## src/rtl/spi_seq_pkg.sv

```systemverilog
// Shared types and constants for the SPI flash read sequencer: FSM states,
// spi_host status/control bit positions and the READ command byte mux.
`timescale 1ns/1ps
package spi_seq_pkg;

    typedef enum logic [2:0] {
        IDLE,
        SELECT,
        POLL,
        ACT,
        WAITIDLE,
        DESEL,
        DONE
    } state_t;

    localparam logic [7:0] SPI_CMD_READ = 8'h03;
    localparam int         CMD_BYTES    = 4;

    // spi_host STATUS register bit positions, plus the sequencer's own busy bit
    localparam int ST_RXE     = 0;
    localparam int ST_RXF     = 1;
    localparam int ST_TXE     = 2;
    localparam int ST_TXF     = 3;
    localparam int ST_BUSY    = 4;
    localparam int ST_SEQBUSY = 5;

    // spi_host CONTROL register: {2'b00, speed[2:0], target[2:0]}
    localparam int CTRL_TGT_LSB = 0;
    localparam int CTRL_SPD_LSB = 3;

    function automatic logic [7:0] ctrl_word(input logic [2:0] speed, input logic [2:0] target);
        logic [7:0] w;
        w = '0;
        w[CTRL_SPD_LSB +: 3] = speed;
        w[CTRL_TGT_LSB +: 3] = target;
        return w;
    endfunction

    // Byte to transmit given how many bytes have already been enqueued.
    function automatic logic [7:0] cmd_byte(input logic [2:0] pos, input logic [23:0] addr);
        case (pos)
            3'd0:    return SPI_CMD_READ;
            3'd1:    return addr[23:16];
            3'd2:    return addr[15:8];
            3'd3:    return addr[7:0];
            default: return 8'h00;
        endcase
    endfunction

endpackage

```

## src/rtl/spi_flash_read_seq.sv

```systemverilog
// Sequencer that drives spi_host through its register port to perform a flash
// READ (0x03) and streams the returned bytes out on a valid/ready port.
`timescale 1ns/1ps
module spi_flash_read_seq
    import spi_seq_pkg::*;
#(
    parameter int FIFO_DEPTH = 16,
    parameter int LEN_W      = 16
) (
    input  logic             clk,
    input  logic             reset,
    input  logic [7:0]       cpu_d_i,
    output logic [7:0]       cpu_d_o,
    input  logic             cpu_wr_i,
    input  logic             cpu_rd_i,
    input  logic             cpu_ad_i,
    output logic [7:0]       host_d_o,
    input  logic [7:0]       host_d_i,
    output logic             host_wr_o,
    output logic             host_rd_o,
    output logic             host_ad_o,
    input  logic             start_i,
    input  logic [23:0]      addr_i,
    input  logic [LEN_W-1:0] len_i,
    input  logic [2:0]       target_i,
    input  logic [2:0]       speed_i,
    output logic             busy_o,
    output logic             done_o,
    output logic [7:0]       rd_data_o,
    output logic             rd_valid_o,
    input  logic             rd_ready_i
);

    localparam int                 OUTST_W   = $clog2(FIFO_DEPTH) + 1;
    localparam logic [OUTST_W-1:0] OUTST_MAX = OUTST_W'(FIFO_DEPTH);
    localparam logic [LEN_W:0]     CMD_CNT   = (LEN_W+1)'(CMD_BYTES);

    state_t             state, state_next;
    logic [23:0]        addr_r;
    logic [2:0]         target_r, speed_r;
    logic [LEN_W:0]     tx_left, rx_left, tx_left_next, rx_left_next;
    logic [2:0]         disc, tx_pos;
    logic [OUTST_W-1:0] outst;
    logic [4:0]         stat_r;
    logic               do_rx, do_tx;

    assign tx_left_next = tx_left - {{LEN_W{1'b0}}, do_tx};
    assign rx_left_next = rx_left - {{LEN_W{1'b0}}, do_rx};
    assign busy_o       = (state != IDLE) && (state != DONE);
    assign done_o       = (state == DONE);

    // NOTE: sequential state uses non-blocking assignments so every register
    // samples pre-edge values regardless of process evaluation order.
    always_ff @(posedge clk or posedge reset) begin
        if (reset) state <= IDLE;
        else       state <= state_next;
    end

    always_comb begin
        state_next = state;
        unique case (state)
            IDLE:     if (start_i) state_next = SELECT;
            SELECT:   state_next = POLL;
            POLL:     state_next = ACT;
            ACT:      state_next = (tx_left_next == '0 && rx_left_next == '0) ? WAITIDLE : POLL;
            WAITIDLE: if (!host_d_i[ST_BUSY]) state_next = DESEL;
            DESEL:    state_next = DONE;
            DONE:     state_next = IDLE;
            default:  state_next = IDLE;
        endcase
    end

    // NOTE: every output gets a default before the case so no latch is inferred.
    always_comb begin
        host_d_o  = '0;
        host_wr_o = 1'b0;
        host_rd_o = 1'b0;
        host_ad_o = 1'b0;
        cpu_d_o   = cpu_ad_i ? 8'h00 : 8'(1 << ST_SEQBUSY);
        // RX has priority; a held output byte blocks dequeue unless it is a discard
        do_rx = (state == ACT) && !stat_r[ST_RXE] && (disc != '0 || !rd_valid_o || rd_ready_i);
        do_tx = (state == ACT) && !do_rx && !stat_r[ST_TXF] && (tx_left != '0) && (outst < OUTST_MAX);
        unique case (state)
            IDLE: begin
                host_d_o  = cpu_d_i;
                host_wr_o = cpu_wr_i;
                host_rd_o = cpu_rd_i;
                host_ad_o = cpu_ad_i;
                cpu_d_o   = host_d_i;
            end
            SELECT: begin
                host_wr_o = 1'b1;
                host_d_o  = ctrl_word(speed_r, target_r);
            end
            ACT: begin
                host_ad_o = do_rx || do_tx;
                host_rd_o = do_rx;
                host_wr_o = do_tx;
                if (do_tx) host_d_o = cmd_byte(tx_pos, addr_r);
            end
            DESEL: begin
                host_wr_o = 1'b1;
                host_d_o  = ctrl_word(speed_r, 3'b000);
            end
            default: ;
        endcase
    end

    always_ff @(posedge clk or posedge reset) begin
        if (reset) begin
            addr_r   <= '0;
            target_r <= '0;
            speed_r  <= '0;
            tx_left  <= '0;
            rx_left  <= '0;
            disc     <= '0;
            tx_pos   <= '0;
            outst    <= '0;
            stat_r   <= '0;
        end else begin
            if (state == IDLE && start_i) begin
                addr_r   <= addr_i;
                target_r <= target_i;
                speed_r  <= speed_i;
                tx_left  <= {1'b0, len_i} + CMD_CNT;
                rx_left  <= {1'b0, len_i} + CMD_CNT;
                disc     <= 3'(CMD_BYTES);
                tx_pos   <= '0;
                outst    <= '0;
            end
            if (state == POLL) stat_r <= host_d_i[4:0];
            if (do_rx) begin
                rx_left <= rx_left_next;
                outst   <= outst - 1'b1;
                if (disc != '0) disc <= disc - 1'b1;
            end
            if (do_tx) begin
                tx_left <= tx_left_next;
                outst   <= outst + 1'b1;
                if (tx_pos != 3'(CMD_BYTES)) tx_pos <= tx_pos + 1'b1;
            end
        end
    end

    // Output byte register; clearing is state-independent so a final byte can outlive DONE.
    always_ff @(posedge clk or posedge reset) begin
        if (reset) begin
            rd_data_o  <= '0;
            rd_valid_o <= 1'b0;
        end else if (do_rx && disc == '0) begin
            rd_data_o  <= host_d_i;
            rd_valid_o <= 1'b1;
        end else if (rd_valid_o && rd_ready_i) begin
            rd_valid_o <= 1'b0;
        end
    end

endmodule

```

## config.mk

```make
export PLATFORM = sky130hd
export DESIGN_NAME = spi_flash_read_seq
export DESIGN_NICKNAME = d
export VERILOG_FILES = /design/src/rtl/spi_seq_pkg.sv /design/src/rtl/spi_flash_read_seq.sv
export SDC_FILE = /design/constraint.sdc
export NUM_CORES = 1
export LEC_CHECK = 0
export ABC_AREA = 1
export CAP_MARGIN = 30
export CELL_PAD_IN_SITES_DETAIL_PLACEMENT = 1
export CELL_PAD_IN_SITES_GLOBAL_PLACEMENT = 2
export CORE_MARGIN = 2
export CORE_UTILIZATION = 32
export CTS_BUF_LIST = sky130_fd_sc_hd__clkbuf_4 sky130_fd_sc_hd__clkbuf_8
export CTS_CLUSTER_DIAMETER = 150
export DETAILED_ROUTE_END_ITERATION = 7
export GPL_ROUTABILITY_DRIVEN = 0
export PLACE_DENSITY_LB_ADDON = 0.1
export SKIP_CTS_REPAIR_TIMING = 1
export SYNTH_ARGS = -nofsm -noshare
export SYNTH_HDL_FRONTEND = slang
export SYNTH_SLANG_ARGS = --single-unit
```

## constraint.sdc

```tcl
create_clock -name clk -period 8.5 [get_ports clk]
set_input_delay 1.7 -clock clk [delete_from_list [all_inputs] [get_ports clk]]
set_output_delay 1.7 -clock clk [all_outputs]
set_load 0.005 [all_outputs]
```

==> results of run 1 <==
worst min-delay path by stage:
stage                                     start                     to  depth (start not counted)
after CTS                 addr_r[0]$_DFFE_PP0P_  addr_r[0]$_DFFE_PP0P_                          2
after detailed placement  addr_r[0]$_DFFE_PP0P_  addr_r[0]$_DFFE_PP0P_                          2
after global routing      addr_r[2]$_DFFE_PP0P_  addr_r[2]$_DFFE_PP0P_                          2
after global placement    addr_r[2]$_DFFE_PP0P_  addr_r[2]$_DFFE_PP0P_                          2
final                     addr_r[1]$_DFFE_PP0P_  addr_r[1]$_DFFE_PP0P_                          2
after floorplan           addr_r[0]$_DFFE_PP0P_  addr_r[0]$_DFFE_PP0P_                          2
metal layers:
metal  track usage, %  up-vias  share of wire [%]
met3            5.105       28                5.3
met2            35.11      110                 47
met1            27.15     2640                 45
li1                 -     2682                  -
met4            8.391        0                2.9
met5                0        -                  0
cell families (layout without fill, tap and decap cells):
kind of cell	Yosys count	in the layout
XOR/XNOR	23	23
AO/OA/AOI/OAI	94	94
buffers and inverters	120	218
AND/OR/NAND/NOR	451	451
adder cells (fa/ha/maj)	14	14
flip-flops	89	89
per-stage QoR:
step	area [um^2]	power (mW)
after floorplan	5500	1.505
after global placement	6693	1.917
after detailed placement	6720	1.958
after CTS	6933	2.311
after global routing	6953	2.514
final	6953	2.286
Yosys cell counts (all sizes together):
library cell | instances | area share [%]
o211ai | 22 | 3.0
a22o | 1 | 0.16
o21ai | 57 | 5.2
nand3b | 11 | 1.5
inv | 101 | 6.9
dfrtp | 89 | 40
nand3 | 51 | 4.8
nand4 | 6 | 0.68
clkbuf | 11 | 0.75
o221ai | 6 | 0.96
nor4 | 2 | 0.34
xor2 | 20 | 3.2
a21oi | 2 | 0.18
o22ai | 4 | 0.45
a31oi | 1 | 0.11
nor2 | 103 | 7.2
xnor2 | 3 | 0.48
buf | 8 | 0.71
nor3 | 5 | 0.66
and2 | 2 | 0.23
ha | 14 | 3.2
or2 | 4 | 0.45
nand2 | 267 | 18
a22oi | 1 | 0.14
power groups by stage:
stage	logic, mW	clock network, mW	registers, mW
floorplan	0.772	0	0.733
global placement	1.15	0	0.769
detailed placement	1.18	0	0.775
CTS	1.20	0.344	0.769
global route	1.36	0.361	0.797
finish	1.18	0.336	0.768
cell type report:
cell class | instances | area share (%)
multi-input cells | 582 | 40.47
well taps | 220 | 3.959
repair buffers | 102 | 15.01
inverters | 101 | 5.471
clock inverters | 5 | 1.170
flip-flops and latches | 89 | 32.03
clock buffers | 10 | 1.890
worst max-delay path, stage by stage:
cell,delay (ps)
sky130_fd_sc_hd__clkdlybuf4s50_1,450
sky130_fd_sc_hd__inv_1,40
sky130_fd_sc_hd__nand2_1,70
sky130_fd_sc_hd__nor2_1,60
sky130_fd_sc_hd__nor3_4,660
sky130_fd_sc_hd__nor4_2,90
sky130_fd_sc_hd__nand2_2,390
sky130_fd_sc_hd__inv_2,340
sky130_fd_sc_hd__o21ai_1,190
sky130_fd_sc_hd__nand3_1,110
sky130_fd_sc_hd__clkdlybuf4s50_1,460
flip-flops by register name (all words and copies together) (netlist names):
signal      count
target_r        3
rd_valid_o      1
outst           5
disc            3
state           3
tx_pos          3
speed_r         3
tx_left        17
rx_left        17
addr_r         24
stat_r          2
rd_data_o       8
==> flow_summary.html, run 1 <==
<table>
<tr><th>Metric</th><th>Value</th></tr>
<tr><th colspan="2">Synth</th></tr>
<tr><td>Main combinational cell family by area after synthesis</td><td>simple AND/OR/NAND/NOR gates</td></tr>
<tr><td>Synthesized-area fraction occupied by and/or/nand/nor cells</td><td>between 30% and 40%</td></tr>
<tr><td>Synth Area per Inst</td><td>between 6 and 7 um^2</td></tr>
<tr><td>Yosys Warn Count</td><td>0</td></tr>
<tr><td>Net count after synthesis</td><td>~870</td></tr>
<tr><td>Post-Synth Adder-Cell Area</td><td>between 3 and 4%</td></tr>
<tr><td>Sequential share of the synthesized area</td><td>roughly two fifths</td></tr>
<tr><td>#FFs+latches synth</td><td>89</td></tr>
<tr><td>Number of instances in the synthesized netlist</td><td>approximately 790</td></tr>
<tr><td>Complex-gate fraction of the synthesized area</td><td>between 10% and 20%</td></tr>
<tr><td>Xor/xnor cell area share of the yosys netlist</td><td>under 10%</td></tr>
<tr><td>Post-synthesis mux area share</td><td>0%</td></tr>
<tr><td>Number of unique standard cell types used by synthesis</td><td>32</td></tr>
<tr><td>Synth Cell Area</td><td>between 5000 and 6000 um^2</td></tr>
<tr><th colspan="2">Floorplan</th></tr>
<tr><td>Chip height</td><td>about 140 um</td></tr>
<tr><td>Area of the core</td><td>16700 um^2</td></tr>
<tr><td>Initial core utilization</td><td>about 33%</td></tr>
<tr><td>Die X</td><td>135.1 um</td></tr>
<tr><td>Die ar.</td><td>between 15000 and 20000 um^2</td></tr>
<tr><td>Placement Rows</td><td>47</td></tr>
<tr><td>Number of top-level design ports</td><td>99</td></tr>
<tr><th colspan="2">Cells and area</th></tr>
<tr><td>Share of final-layout standard cells stronger than drive strength 1</td><td>around 3.9%</td></tr>
<tr><td>Post-route insts no fill</td><td>around 1100</td></tr>
<tr><td>Filler Cells Inserted</td><td>2129</td></tr>
<tr><td>Sequential cell area</td><td>2227 um^2</td></tr>
<tr><td>Syn-to-layout area delta</td><td>26.41%</td></tr>
<tr><td>Multi-input gate area in the final layout</td><td>between 2000 and 3000 um^2</td></tr>
<tr><td># nets final</td><td>slightly below 1000</td></tr>
<tr><td>Commonest non-fill, non-tap cells in the layout</td><td>sky130_fd_sc_hd__nand2_1, sky130_fd_sc_hd__nor2_1, sky130_fd_sc_hd__clkdlybuf4s50_1</td></tr>
<tr><td>Leading cell type in the layout, fill and taps excluded</td><td>sky130_fd_sc_hd__nand2_1</td></tr>
<tr><td>Antenna diode count</td><td>0</td></tr>
<tr><td>Fraction of the core area covered by cells at the end of the flow</td><td>41.63%</td></tr>
<tr><th colspan="2">STA</th></tr>
<tr><td>Peak clock frequency supported by timing</td><td>approximately 160 MHz</td></tr>
<tr><td>TNS Setup</td><td>0 ps</td></tr>
<tr><td>Number of endpoints with negative hold slack in the final report</td><td>0</td></tr>
<tr><td>Setup repair after global routing missed its margin</td><td>false</td></tr>
<tr><td>Number of pins with negative max-slew slack in the final report</td><td>0</td></tr>
<tr><td>Transition at the pin with the smallest max-transition slack</td><td>approximately 950 ps</td></tr>
<tr><td>Setup violations, final</td><td>0</td></tr>
<tr><td>Period minus WS final</td><td>~6300 ps</td></tr>
<tr><td>Tcrit/Tclk final</td><td>73.82%</td></tr>
<tr><td>Final worst setup slack</td><td>around 2200 ps</td></tr>
<tr><td>Final worst hold slack</td><td>between 400 and 500 ps</td></tr>
<tr><td>Slew headroom</td><td>between 30 and 40%</td></tr>
<tr><td>Final clock skew</td><td>around 5.7 ps</td></tr>
<tr><th colspan="2">Clock network</th></tr>
<tr><td>Clock tree from TritonCTS</td><td>yes</td></tr>
<tr><td>Number of levels the H-tree was split into</td><td>3</td></tr>
<tr><td>Number of buffers on the longest clock path</td><td>2</td></tr>
<tr><td>Cts bufs inserted</td><td>9</td></tr>
<tr><td>Clock Sink Count</td><td>between 80 and 90</td></tr>
<tr><td>Worst skew pair latency</td><td>380 ps</td></tr>
<tr><td>Cell chosen for the clock root</td><td>sky130_fd_sc_hd__clkbuf_8</td></tr>
<tr><td>Clock-pin slew of the registers on the worst-case setup and hold paths</td><td>roughly 90 ps</td></tr>
<tr><th colspan="2">Placement</th></tr>
<tr><td>Pre-CTS WS</td><td>roughly 2200 ps</td></tr>
<tr><td>Half-perimeter wire length after detailed placement</td><td>roughly 14 mm</td></tr>
<tr><td>Port Buf Inserts</td><td>98</td></tr>
<tr><td>Post-Place Cells</td><td>approximately 1100</td></tr>
<tr><th colspan="2">Setup path</th></tr>
<tr><td>Nature of the critical path endpoint</td><td>output pin</td></tr>
<tr><td>Worst reg2reg endpoint</td><td>state[2]$_DFFE_PP0P_</td></tr>
<tr><td>End of the critical path</td><td>host_d_o[5]</td></tr>
<tr><td>Data required time of the worst path</td><td>6800 ps</td></tr>
<tr><td>Register-to-register setup slack</td><td>around 4300 ps</td></tr>
<tr><td>Category of the most critical setup path</td><td>in2out</td></tr>
<tr><td>Highest net fanout along the worst path</td><td>25</td></tr>
<tr><td>Startpoint of the worst-slack reg-to-reg timing path</td><td>disc[0]$_DFF_PP0_</td></tr>
<tr><td>Start point of the critical path</td><td>rd_ready_i</td></tr>
<tr><td>Critical path arrival</td><td>around 4600 ps</td></tr>
<tr><td>Register-to-Register Path Depth</td><td>22</td></tr>
<tr><td>Worst Setup Start Kind</td><td>input pin</td></tr>
<tr><th colspan="2">Route</th></tr>
<tr><td>Wire per inst</td><td>16.80 um</td></tr>
<tr><td>Remaining design rule violation count</td><td>0</td></tr>
<tr><td>Number of violations reported at the end of detailed-routing iteration 0</td><td>197</td></tr>
<tr><td>Final Routed Wirelength</td><td>18.63 mm</td></tr>
<tr><td>Routed vias</td><td>5460</td></tr>
<tr><td>Mean number of vias per cell</td><td>approximately 4.9</td></tr>
<tr><td>Detailed Routing Iterations Pass 1</td><td>4</td></tr>
<tr><td>Number of nets with antenna violations after routing</td><td>0</td></tr>
<tr><th colspan="2">Pwr</th></tr>
<tr><td>Portion of total power attributed to sequential cells</td><td>between 30% and 40%</td></tr>
<tr><td>Internal power</td><td>between 1 and 1.5 mW</td></tr>
<tr><td>Static Leak</td><td>roughly 3.3 nW</td></tr>
<tr><td>Max rail drop VDD</td><td>between 0.0001 and 0.00015 V</td></tr>
<tr><td>Power density relative to cell area</td><td>approximately 330 nW/um^2</td></tr>
<tr><td>Clock group share of total power</td><td>14.7%</td></tr>
<tr><td>Switch Pwr</td><td>approximately 1.0 mW</td></tr>
<tr><td>Combinational power share</td><td>roughly 52%</td></tr>
<tr><td>Switching portion of total power</td><td>45.62%</td></tr>
<tr><th colspan="2">Global routing</th></tr>
<tr><td>First-pass GRT wire length</td><td>30.33 mm</td></tr>
<tr><td>Overall routing resource usage</td><td>a little over a fifth</td></tr>
<tr><td>Aggregate global routing overflow</td><td>0</td></tr>
<tr><td>Via count of the first global-routing pass</td><td>between 5000 and 6000</td></tr>
<tr><td>Pin count of the biggest net entering global routing</td><td>63</td></tr>
<tr><td>Number of antenna violations at the first check in global routing</td><td>1</td></tr>
<tr><th colspan="2">Hold path</th></tr>
<tr><td>Class of the worst hold path</td><td>reg2reg</td></tr>
<tr><th colspan="2">Flow run</th></tr>
<tr><td>Total of max-cap violations</td><td>0</td></tr>
<tr><th colspan="2">Outcome</th></tr>
<tr><td>Result of the run</td><td>finished clean</td></tr>
</table>
(Power assumes the default switching activity.)
==> run 2, diff against run 1 <==
- CORE_UTILIZATION: 32 -> 30
- clock period: 8.5 -> 6.44 ns (I/O delays scaled with it)
==> run 2 against run 1 <==
Compared with the run above: cell area about the same; highest routed layer unchanged; clock skew is 13 ps higher; critical path depth is 2 higher; sequential cell count stayed put; worst setup slack got worse by 970 ps; final cell count is 0.99% higher; worst hold slack got worse by 2.2 ps.
==> flow_summary.html, run 2 (same netlist as run 1, synthesis figures left out) <==
<table>
<tr><th>Metric</th><th>Value</th></tr>
<tr><th colspan="2">Route</th></tr>
<tr><td>Number of violations reported at the end of detailed-routing iteration 0</td><td>between 200 and 250</td></tr>
<tr><td>Detailed Routing Iterations Pass 1</td><td>6</td></tr>
<tr><td>Remaining design rule violation count</td><td>0</td></tr>
<tr><td>Routed vias</td><td>roughly 5500</td></tr>
<tr><td>Wire per inst</td><td>between 15 and 20 um</td></tr>
<tr><td>Final Routed Wirelength</td><td>18.93 mm</td></tr>
<tr><td>Mean number of vias per cell</td><td>4.871</td></tr>
<tr><td>Number of nets with antenna violations after routing</td><td>0</td></tr>
<tr><th colspan="2">Pwr</th></tr>
<tr><td>Max rail drop VDD</td><td>between 0.0001 and 0.00015 V</td></tr>
<tr><td>Power density relative to cell area</td><td>437.3 nW/um^2</td></tr>
<tr><td>Static Leak</td><td>around 3.3 nW</td></tr>
<tr><th colspan="2">Setup path</th></tr>
<tr><td>Largest stage delay on the critical path</td><td>slightly above 500 ps</td></tr>
<tr><td>Total stage count of the critical path</td><td>13</td></tr>
<tr><td>Category of the most critical setup path</td><td>in2out</td></tr>
<tr><td>Critical path cell sequence</td><td>clkdlybuf4s50_1 &gt; inv_1 &gt; nand2_1 &gt; nor2_1 &gt; nor3_4 &gt; buf_4 &gt; nor4_2 &gt; nand2_2 &gt; buf_4 &gt; inv_2 &gt; o21ai_1 &gt; nand3_1 &gt; clkdlybuf4s50_1</td></tr>
<tr><td>Startpoint of the worst-slack reg-to-reg timing path</td><td>disc[0]$_DFF_PP0_</td></tr>
<tr><td>Register-to-register setup slack</td><td>between 2000 and 2500 ps</td></tr>
<tr><td>Register-to-Register Path Depth</td><td>24</td></tr>
<tr><td>Critical-path cell with the highest stage delay</td><td>sky130_fd_sc_hd__clkdlybuf4s50_1</td></tr>
<tr><td>Worst reg2reg endpoint</td><td>state[2]$_DFFE_PP0P_</td></tr>
<tr><td>Critical path arrival</td><td>3890 ps</td></tr>
<tr><td>Worst Setup Start Kind</td><td>input pin</td></tr>
<tr><td>Data required time of the worst path</td><td>slightly above 5000 ps</td></tr>
<tr><td>Dominant delay contributor by cell family on the critical path</td><td>buffers and inverters</td></tr>
<tr><td>Highest net fanout along the worst path</td><td>25</td></tr>
<tr><td>Nature of the critical path endpoint</td><td>output pin</td></tr>
<tr><td>Bufs and invs on worst path</td><td>6</td></tr>
<tr><th colspan="2">Global routing</th></tr>
<tr><td>Number of antenna violations at the first check in global routing</td><td>0</td></tr>
<tr><td>Aggregate global routing overflow</td><td>0</td></tr>
<tr><td>Via count of the first global-routing pass</td><td>a little under 6000</td></tr>
<tr><td>Overall routing resource usage</td><td>around a fifth</td></tr>
<tr><td>First-pass GRT wire length</td><td>30.97 mm</td></tr>
<tr><td>Pin count of the biggest net entering global routing</td><td>62</td></tr>
<tr><th colspan="2">Cells and area</th></tr>
<tr><td>Filler Cells Inserted</td><td>roughly 2300</td></tr>
<tr><td>Leading registers by flop count</td><td>addr_r: 24 flops, rx_left: 17 flops, tx_left: 17 flops</td></tr>
<tr><td># nets final</td><td>969</td></tr>
<tr><td>Antenna diode count</td><td>0</td></tr>
<tr><td>Largest register FFs</td><td>24</td></tr>
<tr><td>Largest register by flop count</td><td>addr_r</td></tr>
<tr><td>Multi-input gate area in the final layout</td><td>2814 um^2</td></tr>
<tr><td>Leading cell type in the layout, fill and taps excluded</td><td>sky130_fd_sc_hd__nand2_1</td></tr>
<tr><td>Fraction of the core area covered by cells at the end of the flow</td><td>38.70%</td></tr>
<tr><td>Sequential cell area</td><td>2227 um^2</td></tr>
<tr><td>Syn-to-layout area delta</td><td>26.39%</td></tr>
<tr><td>Commonest non-fill, non-tap cells in the layout</td><td>sky130_fd_sc_hd__nand2_1, sky130_fd_sc_hd__nor2_1, sky130_fd_sc_hd__clkdlybuf4s50_1</td></tr>
<tr><td>Share of final-layout standard cells stronger than drive strength 1</td><td>under 10%</td></tr>
<tr><th colspan="2">STA</th></tr>
<tr><td>Peak clock frequency supported by timing</td><td>a little under 200 MHz</td></tr>
<tr><td>Transition at the pin with the smallest max-transition slack</td><td>950.1 ps</td></tr>
<tr><td>Final clock skew</td><td>approximately 19 ps</td></tr>
<tr><td>Final worst setup slack</td><td>1258 ps</td></tr>
<tr><td>Tcrit/Tclk final</td><td>between 80% and 90%</td></tr>
<tr><td>Number of pins with negative max-slew slack in the final report</td><td>0</td></tr>
<tr><td>Setup violations, final</td><td>0</td></tr>
<tr><td>Period minus WS final</td><td>roughly 5200 ps</td></tr>
<tr><td>Number of endpoints with negative hold slack in the final report</td><td>0</td></tr>
<tr><td>Slew headroom</td><td>between 30% and 40%</td></tr>
<tr><td>Setup repair after global routing missed its margin</td><td>false</td></tr>
<tr><td>TNS Setup</td><td>0 ps</td></tr>
<tr><th colspan="2">Hold path</th></tr>
<tr><td>Class of the worst hold path</td><td>reg2reg</td></tr>
<tr><td>Endpoint of the worst hold path</td><td>target_r[2]$_DFFE_PP0P_</td></tr>
<tr><td>Start point of the worst min-delay path</td><td>target_r[2]$_DFFE_PP0P_</td></tr>
<tr><td>Hold Path Stages</td><td>2</td></tr>
<tr><th colspan="2">Clock network</th></tr>
<tr><td>Worst skew pair latency</td><td>390 ps</td></tr>
<tr><td>Clock-pin slew of the registers on the worst-case setup and hold paths</td><td>90 ps</td></tr>
<tr><td>Number of levels the H-tree was split into</td><td>3</td></tr>
<tr><td>Cts bufs inserted</td><td>9</td></tr>
<tr><td>Clock Sink Count</td><td>slightly below 90</td></tr>
<tr><td>Clock tree from TritonCTS</td><td>yes</td></tr>
<tr><td>Number of buffers on the longest clock path</td><td>2</td></tr>
<tr><td>Cell chosen for the clock root</td><td>sky130_fd_sc_hd__clkbuf_8</td></tr>
<tr><th colspan="2">Floorplan</th></tr>
<tr><td>Die ar.</td><td>approximately 20000 um^2</td></tr>
<tr><td>Initial core utilization</td><td>about 30%</td></tr>
<tr><td>Number of top-level design ports</td><td>just under 100</td></tr>
<tr><td>Placement Rows</td><td>49</td></tr>
<tr><td>Area of the core</td><td>17960 um^2</td></tr>
<tr><td>Chip height</td><td>between 100 and 150 um</td></tr>
<tr><td>Die X</td><td>between 100 and 150 um</td></tr>
<tr><th colspan="2">Flow run</th></tr>
<tr><td>Total of max-cap violations</td><td>0</td></tr>
<tr><th colspan="2">Placement</th></tr>
<tr><td>Port Buf Inserts</td><td>98</td></tr>
<tr><td>Pre-CTS WS</td><td>1224 ps</td></tr>
<tr><td>Half-perimeter wire length after detailed placement</td><td>~15 mm</td></tr>
<tr><th colspan="2">Outcome</th></tr>
<tr><td>Result of the run</td><td>finished clean</td></tr>
</table>
run 2: changes by cell type in the layout (fill, tap and decap cells not counted), sizes merged:
cell | before | now
inv | 100 | 102
buf | 4 | 5
clkbuf | 10 | 9
clkinv | 3 | 2
clkinvlp | 1 | 2
run 2: how the worst max path moves through the flow:
stage	startpoint	end	slack, ps
floorplan	rd_ready_i	state[2]$_DFFE_PP0P_	2730
global placement	rd_ready_i	host_d_o[6]	1340
detailed placement	rd_ready_i	host_d_o[2]	1220
CTS	rd_ready_i	host_d_o[2]	1220
global route	rd_ready_i	host_d_o[5]	980
finish	rd_ready_i	host_d_o[2]	1260
run 2: area by class of cell:
class                           instances  share of cell area, %
Timing Repair Buffer                  103                  14.65
Inverter                              101                  5.472
Clock inverter                          7                  1.458
Sequential cell                        89                  32.04
Multi-Input combinational cell        582                  40.48
Clock buffer                            9                  1.782
Tap cell                              229                  4.122
run 2: worst reg2reg max path: stages, from the launching register on:
cell and delay, ps:
sky130_fd_sc_hd__dfrtp_1 380, sky130_fd_sc_hd__inv_1 120, sky130_fd_sc_hd__ha_1 210, sky130_fd_sc_hd__nand2_1 90, sky130_fd_sc_hd__nor2_1 190, sky130_fd_sc_hd__nor3_4 50
sky130_fd_sc_hd__buf_4 200, sky130_fd_sc_hd__nor4_2 200, sky130_fd_sc_hd__nand2_2 60, sky130_fd_sc_hd__buf_4 220, sky130_fd_sc_hd__inv_2 410, sky130_fd_sc_hd__ha_1 330
sky130_fd_sc_hd__ha_1 200, sky130_fd_sc_hd__nand3_1 200, sky130_fd_sc_hd__nor2_2 320, sky130_fd_sc_hd__nand2_1 110, sky130_fd_sc_hd__nand2_1 70, sky130_fd_sc_hd__nand2_1 60
sky130_fd_sc_hd__nor2_1 160, sky130_fd_sc_hd__nand2_1 70, sky130_fd_sc_hd__nor2_1 100, sky130_fd_sc_hd__nand3_1 90, sky130_fd_sc_hd__nor2_1 90, sky130_fd_sc_hd__nand2_1 50
sky130_fd_sc_hd__nand2_1 50
run 2: metrics by stage:
| step | hold slack [ps] | instance area [um^2] | cells | power (mW) |
|---|---|---|---|---|
| floorplan | 448.7 | 5500 | 791 | 1.986 |
| global placement | 462.9 | 6726 | 1104 | 2.559 |
| detailed placement | 471.6 | 6726 | 1104 | 2.617 |
| CTS | 499.4 | 6952 | 1120 | 3.089 |
| global route | 523.7 | 6952 | 1120 | 3.354 |
| finish | 491.1 | 6952 | 1120 | 3.040 |
run 2: power by group:
group	leakage [nW]	total (mW)	internal (mW)	switching, mW
combinational	2.06	1.57	0.606	0.961
clock	0.106	0.453	0.222	0.231
sequential	1.11	1.02	0.816	0.204
run 2: metal layers:
| layer | global-route usage (%) | part of all wire [%] |
|---|---|---|
| met5 | 0 | 0 |
| met4 | 5.157 | 1.3 |
| met3 | 3.304 | 3.4 |
| met2 | 34.98 | 49 |
| met1 | 25.82 | 46 |
==> run 3, diff against run 2 <==
- CORE_UTILIZATION: 30 -> 27
- clock period: 6.44 -> 4.7 ns (I/O delays scaled with it)
==> run 3 against run 2 <==
Compared with the run above: non-clock buffer count is 2 higher; global-route usage is 1.7 points lower; largest power group unchanged; clock skew is 9.9 ps lower; count of clock-buffer cells in the layout stayed put; worst setup slack worse by 610 ps; sequential power is 37% higher; total power is 36% higher; routed wire length is 1.9% higher; sequential cell count stayed put.
==> flow_summary.html, run 3 (same netlist as run 1, synthesis figures left out) <==
<table>
<tr><th>Metric</th><th>Value</th></tr>
<tr><th colspan="2">Flow run</th></tr>
<tr><td>Total of max-cap violations</td><td>0</td></tr>
<tr><th colspan="2">Route</th></tr>
<tr><td>Detailed Routing Iterations Pass 1</td><td>4</td></tr>
<tr><td>Remaining design rule violation count</td><td>0</td></tr>
<tr><td>Wire per inst</td><td>16.59 um</td></tr>
<tr><td>Number of nets with antenna violations after routing</td><td>0</td></tr>
<tr><td>Final Routed Wirelength</td><td>between 15 and 20 mm</td></tr>
<tr><td>Number of violations reported at the end of detailed-routing iteration 0</td><td>190</td></tr>
<tr><td>Mean number of vias per cell</td><td>around 4.7</td></tr>
<tr><td>Routed vias</td><td>between 5000 and 6000</td></tr>
<tr><th colspan="2">STA</th></tr>
<tr><td>Number of pins with negative max-slew slack in the final report</td><td>0</td></tr>
<tr><td>Final clock skew</td><td>8.750 ps</td></tr>
<tr><td>TNS Setup</td><td>0 ps</td></tr>
<tr><td>Transition at the pin with the smallest max-transition slack</td><td>around 1100 ps</td></tr>
<tr><td>Setup repair after global routing missed its margin</td><td>false</td></tr>
<tr><td>Number of endpoints with negative hold slack in the final report</td><td>0</td></tr>
<tr><td>Period minus WS final</td><td>slightly above 4000 ps</td></tr>
<tr><td>Slew headroom</td><td>between 20% and 30%</td></tr>
<tr><td>Peak clock frequency supported by timing</td><td>246.5 MHz</td></tr>
<tr><td>Tcrit/Tclk final</td><td>between 80 and 90%</td></tr>
<tr><td>Setup violations, final</td><td>0</td></tr>
<tr><th colspan="2">Cells and area</th></tr>
<tr><td>Antenna diode count</td><td>0</td></tr>
<tr><td>Multi-input gate area in the final layout</td><td>2814 um^2</td></tr>
<tr><td>Leading cell type in the layout, fill and taps excluded</td><td>sky130_fd_sc_hd__nand2_1</td></tr>
<tr><td>Largest register FFs</td><td>24</td></tr>
<tr><td>Leading registers by flop count</td><td>addr_r: 24 flops, rx_left: 17 flops, tx_left: 17 flops</td></tr>
<tr><td>Filler Cells Inserted</td><td>about 2500</td></tr>
<tr><td>Share of final-layout standard cells stronger than drive strength 1</td><td>between 4 and 5%</td></tr>
<tr><td>Largest register by flop count</td><td>addr_r</td></tr>
<tr><td>Fraction of the core area covered by cells at the end of the flow</td><td>between 30% and 40%</td></tr>
<tr><td>Commonest non-fill, non-tap cells in the layout</td><td>sky130_fd_sc_hd__nand2_1, sky130_fd_sc_hd__nor2_1, sky130_fd_sc_hd__clkdlybuf4s50_1</td></tr>
<tr><td>Syn-to-layout area delta</td><td>27.14%</td></tr>
<tr><td># nets final</td><td>971</td></tr>
<tr><td>Sequential cell area</td><td>~2200 um^2</td></tr>
<tr><th colspan="2">Clock network</th></tr>
<tr><td>Number of buffers on the longest clock path</td><td>2</td></tr>
<tr><td>Worst skew pair latency</td><td>between 300 and 400 ps</td></tr>
<tr><td>Cell chosen for the clock root</td><td>sky130_fd_sc_hd__clkbuf_8</td></tr>
<tr><td>Number of levels the H-tree was split into</td><td>3</td></tr>
<tr><td>Clock Sink Count</td><td>just under 90</td></tr>
<tr><td>Clock tree from TritonCTS</td><td>yes</td></tr>
<tr><td>Clock-pin slew of the registers on the worst-case setup and hold paths</td><td>100 ps</td></tr>
<tr><td>Cts bufs inserted</td><td>9</td></tr>
<tr><th colspan="2">Setup path</th></tr>
<tr><td>Register-to-Register Path Depth</td><td>22</td></tr>
<tr><td>Startpoint of the worst-slack reg-to-reg timing path</td><td>disc[0]$_DFF_PP0_</td></tr>
<tr><td>Category of the most critical setup path</td><td>in2out</td></tr>
<tr><td>Highest net fanout along the worst path</td><td>25</td></tr>
<tr><td>Data required time of the worst path</td><td>between 3000 and 4000 ps</td></tr>
<tr><td>Worst Setup Start Kind</td><td>input pin</td></tr>
<tr><td>Worst reg2reg endpoint</td><td>state[2]$_DFFE_PP0P_</td></tr>
<tr><td>Start point of the critical path</td><td>rd_ready_i</td></tr>
<tr><td>Critical path arrival</td><td>~3100 ps</td></tr>
<tr><td>End of the critical path</td><td>host_d_o[0]</td></tr>
<tr><td>Register-to-register setup slack</td><td>~1100 ps</td></tr>
<tr><td>Nature of the critical path endpoint</td><td>output pin</td></tr>
<tr><th colspan="2">Global routing</th></tr>
<tr><td>Pin count of the biggest net entering global routing</td><td>slightly above 60</td></tr>
<tr><td>Number of antenna violations at the first check in global routing</td><td>0</td></tr>
<tr><td>Most crowded layer after global routing</td><td>met2</td></tr>
<tr><td>Via count of the first global-routing pass</td><td>around 5900</td></tr>
<tr><td>Met2 Resource Use GR</td><td>around a third</td></tr>
<tr><td>Aggregate global routing overflow</td><td>0</td></tr>
<tr><td>Met3 usage</td><td>slightly below 4%</td></tr>
<tr><td>First-pass GRT wire length</td><td>about 31 mm</td></tr>
<tr><td>Overall routing resource usage</td><td>18.32%</td></tr>
<tr><td>Global-route track usage on met1</td><td>a little under a quarter</td></tr>
<tr><th colspan="2">Placement</th></tr>
<tr><td>Port Buf Inserts</td><td>98</td></tr>
<tr><td>Half-perimeter wire length after detailed placement</td><td>between 15 and 20 mm</td></tr>
<tr><th colspan="2">Pwr</th></tr>
<tr><td>Max rail drop VDD</td><td>0.0001795 V</td></tr>
<tr><td>Internal power</td><td>approximately 2.2 mW</td></tr>
<tr><td>Portion of total power attributed to sequential cells</td><td>33.8%</td></tr>
<tr><td>Switch Pwr</td><td>around 1.9 mW</td></tr>
<tr><td>Power density relative to cell area</td><td>between 500 and 600 nW/um^2</td></tr>
<tr><td>Combinational power share</td><td>a little over half</td></tr>
<tr><td>Switching portion of total power</td><td>between 40% and 50%</td></tr>
<tr><td>Clock group share of total power</td><td>14.1%</td></tr>
<tr><td>PnR Total Power</td><td>slightly above 4 mW</td></tr>
<tr><td>Static Leak</td><td>approximately 3.3 nW</td></tr>
<tr><th colspan="2">Hold path</th></tr>
<tr><td>Class of the worst hold path</td><td>reg2reg</td></tr>
<tr><th colspan="2">Floorplan</th></tr>
<tr><td>Initial core utilization</td><td>between 20% and 30%</td></tr>
<tr><td>Die X</td><td>about 150 um</td></tr>
<tr><td>Placement Rows</td><td>52</td></tr>
<tr><td>Area of the core</td><td>a little over 20000 um^2</td></tr>
<tr><td>Number of top-level design ports</td><td>99</td></tr>
<tr><td>Die ar.</td><td>21530 um^2</td></tr>
<tr><td>Chip height</td><td>approximately 150 um</td></tr>
<tr><th colspan="2">Outcome</th></tr>
<tr><td>Result of the run</td><td>finished clean</td></tr>
</table>
## run 3: worst min-delay path by stage
| stage | from | endpoint | slack, ps | cells after the start |
|---|---|---|---|---|
| 5_1_grt | addr_r[1]$_DFFE_PP0P_ | addr_r[1]$_DFFE_PP0P_ | 530 | 2 |
| 6_report | addr_r[7]$_DFFE_PP0P_ | addr_r[7]$_DFFE_PP0P_ | 490 | 2 |
| 3_3_place_gp | target_r[2]$_DFFE_PP0P_ | target_r[2]$_DFFE_PP0P_ | 470 | 2 |
| 3_5_place_dp | addr_r[5]$_DFFE_PP0P_ | addr_r[5]$_DFFE_PP0P_ | 470 | 2 |
| 2_1_floorplan | addr_r[0]$_DFFE_PP0P_ | addr_r[0]$_DFFE_PP0P_ | 450 | 2 |
| 4_1_cts | target_r[0]$_DFFE_PP0P_ | target_r[0]$_DFFE_PP0P_ | 500 | 2 |
## run 3: metrics by stage
stage	setup WS, ps	hold slack [ps]	cells	area (um^2)
5_1_grt	394.7	530.5	1163	6993
3_3_place_gp	529.3	466.7	1147	6793
2_1_floorplan	1343	448.7	791	5500
3_5_place_dp	402.6	469.6	1147	6793
6_report	643.1	494.5	1163	6993
4_1_cts	598.1	504.1	1163	6993
## run 3: area by class of cell
cell class | instances | area share (%)
clock inverters | 7 | 1.091
multi-input cells | 582 | 40.24
repair buffers | 105 | 14.78
inverters | 101 | 5.439
clock buffers | 9 | 1.771
well taps | 270 | 4.831
flip-flops and latches | 89 | 31.85
## run 3: critical path: stages
cell,delay (ps)
sky130_fd_sc_hd__clkdlybuf4s50_1,400
sky130_fd_sc_hd__inv_1,50
sky130_fd_sc_hd__nand2_1,60
sky130_fd_sc_hd__nor2_1,170
sky130_fd_sc_hd__nor3_4,70
sky130_fd_sc_hd__nor4_2,170
sky130_fd_sc_hd__nand2_2,90
sky130_fd_sc_hd__inv_2,390
sky130_fd_sc_hd__o21ai_1,160
sky130_fd_sc_hd__nand3_1,120
sky130_fd_sc_hd__clkdlybuf4s50_1,510
## run 3: routing by layer
layer	up-vias	wire (um)
met5	-	0
met4	0	369
met3	19	826
met2	93	9297
met1	2629	8801
li1	2690	-
## run 3: power by group through the flow
stage	clock network, mW	registers, mW	logic, mW
after global placement	0	1.40	2.13
after floorplan	0	1.33	1.40
final	0.582	1.40	2.16
after detailed placement	0	1.41	2.19
after global routing	0.639	1.45	2.47
after CTS	0.609	1.40	2.20
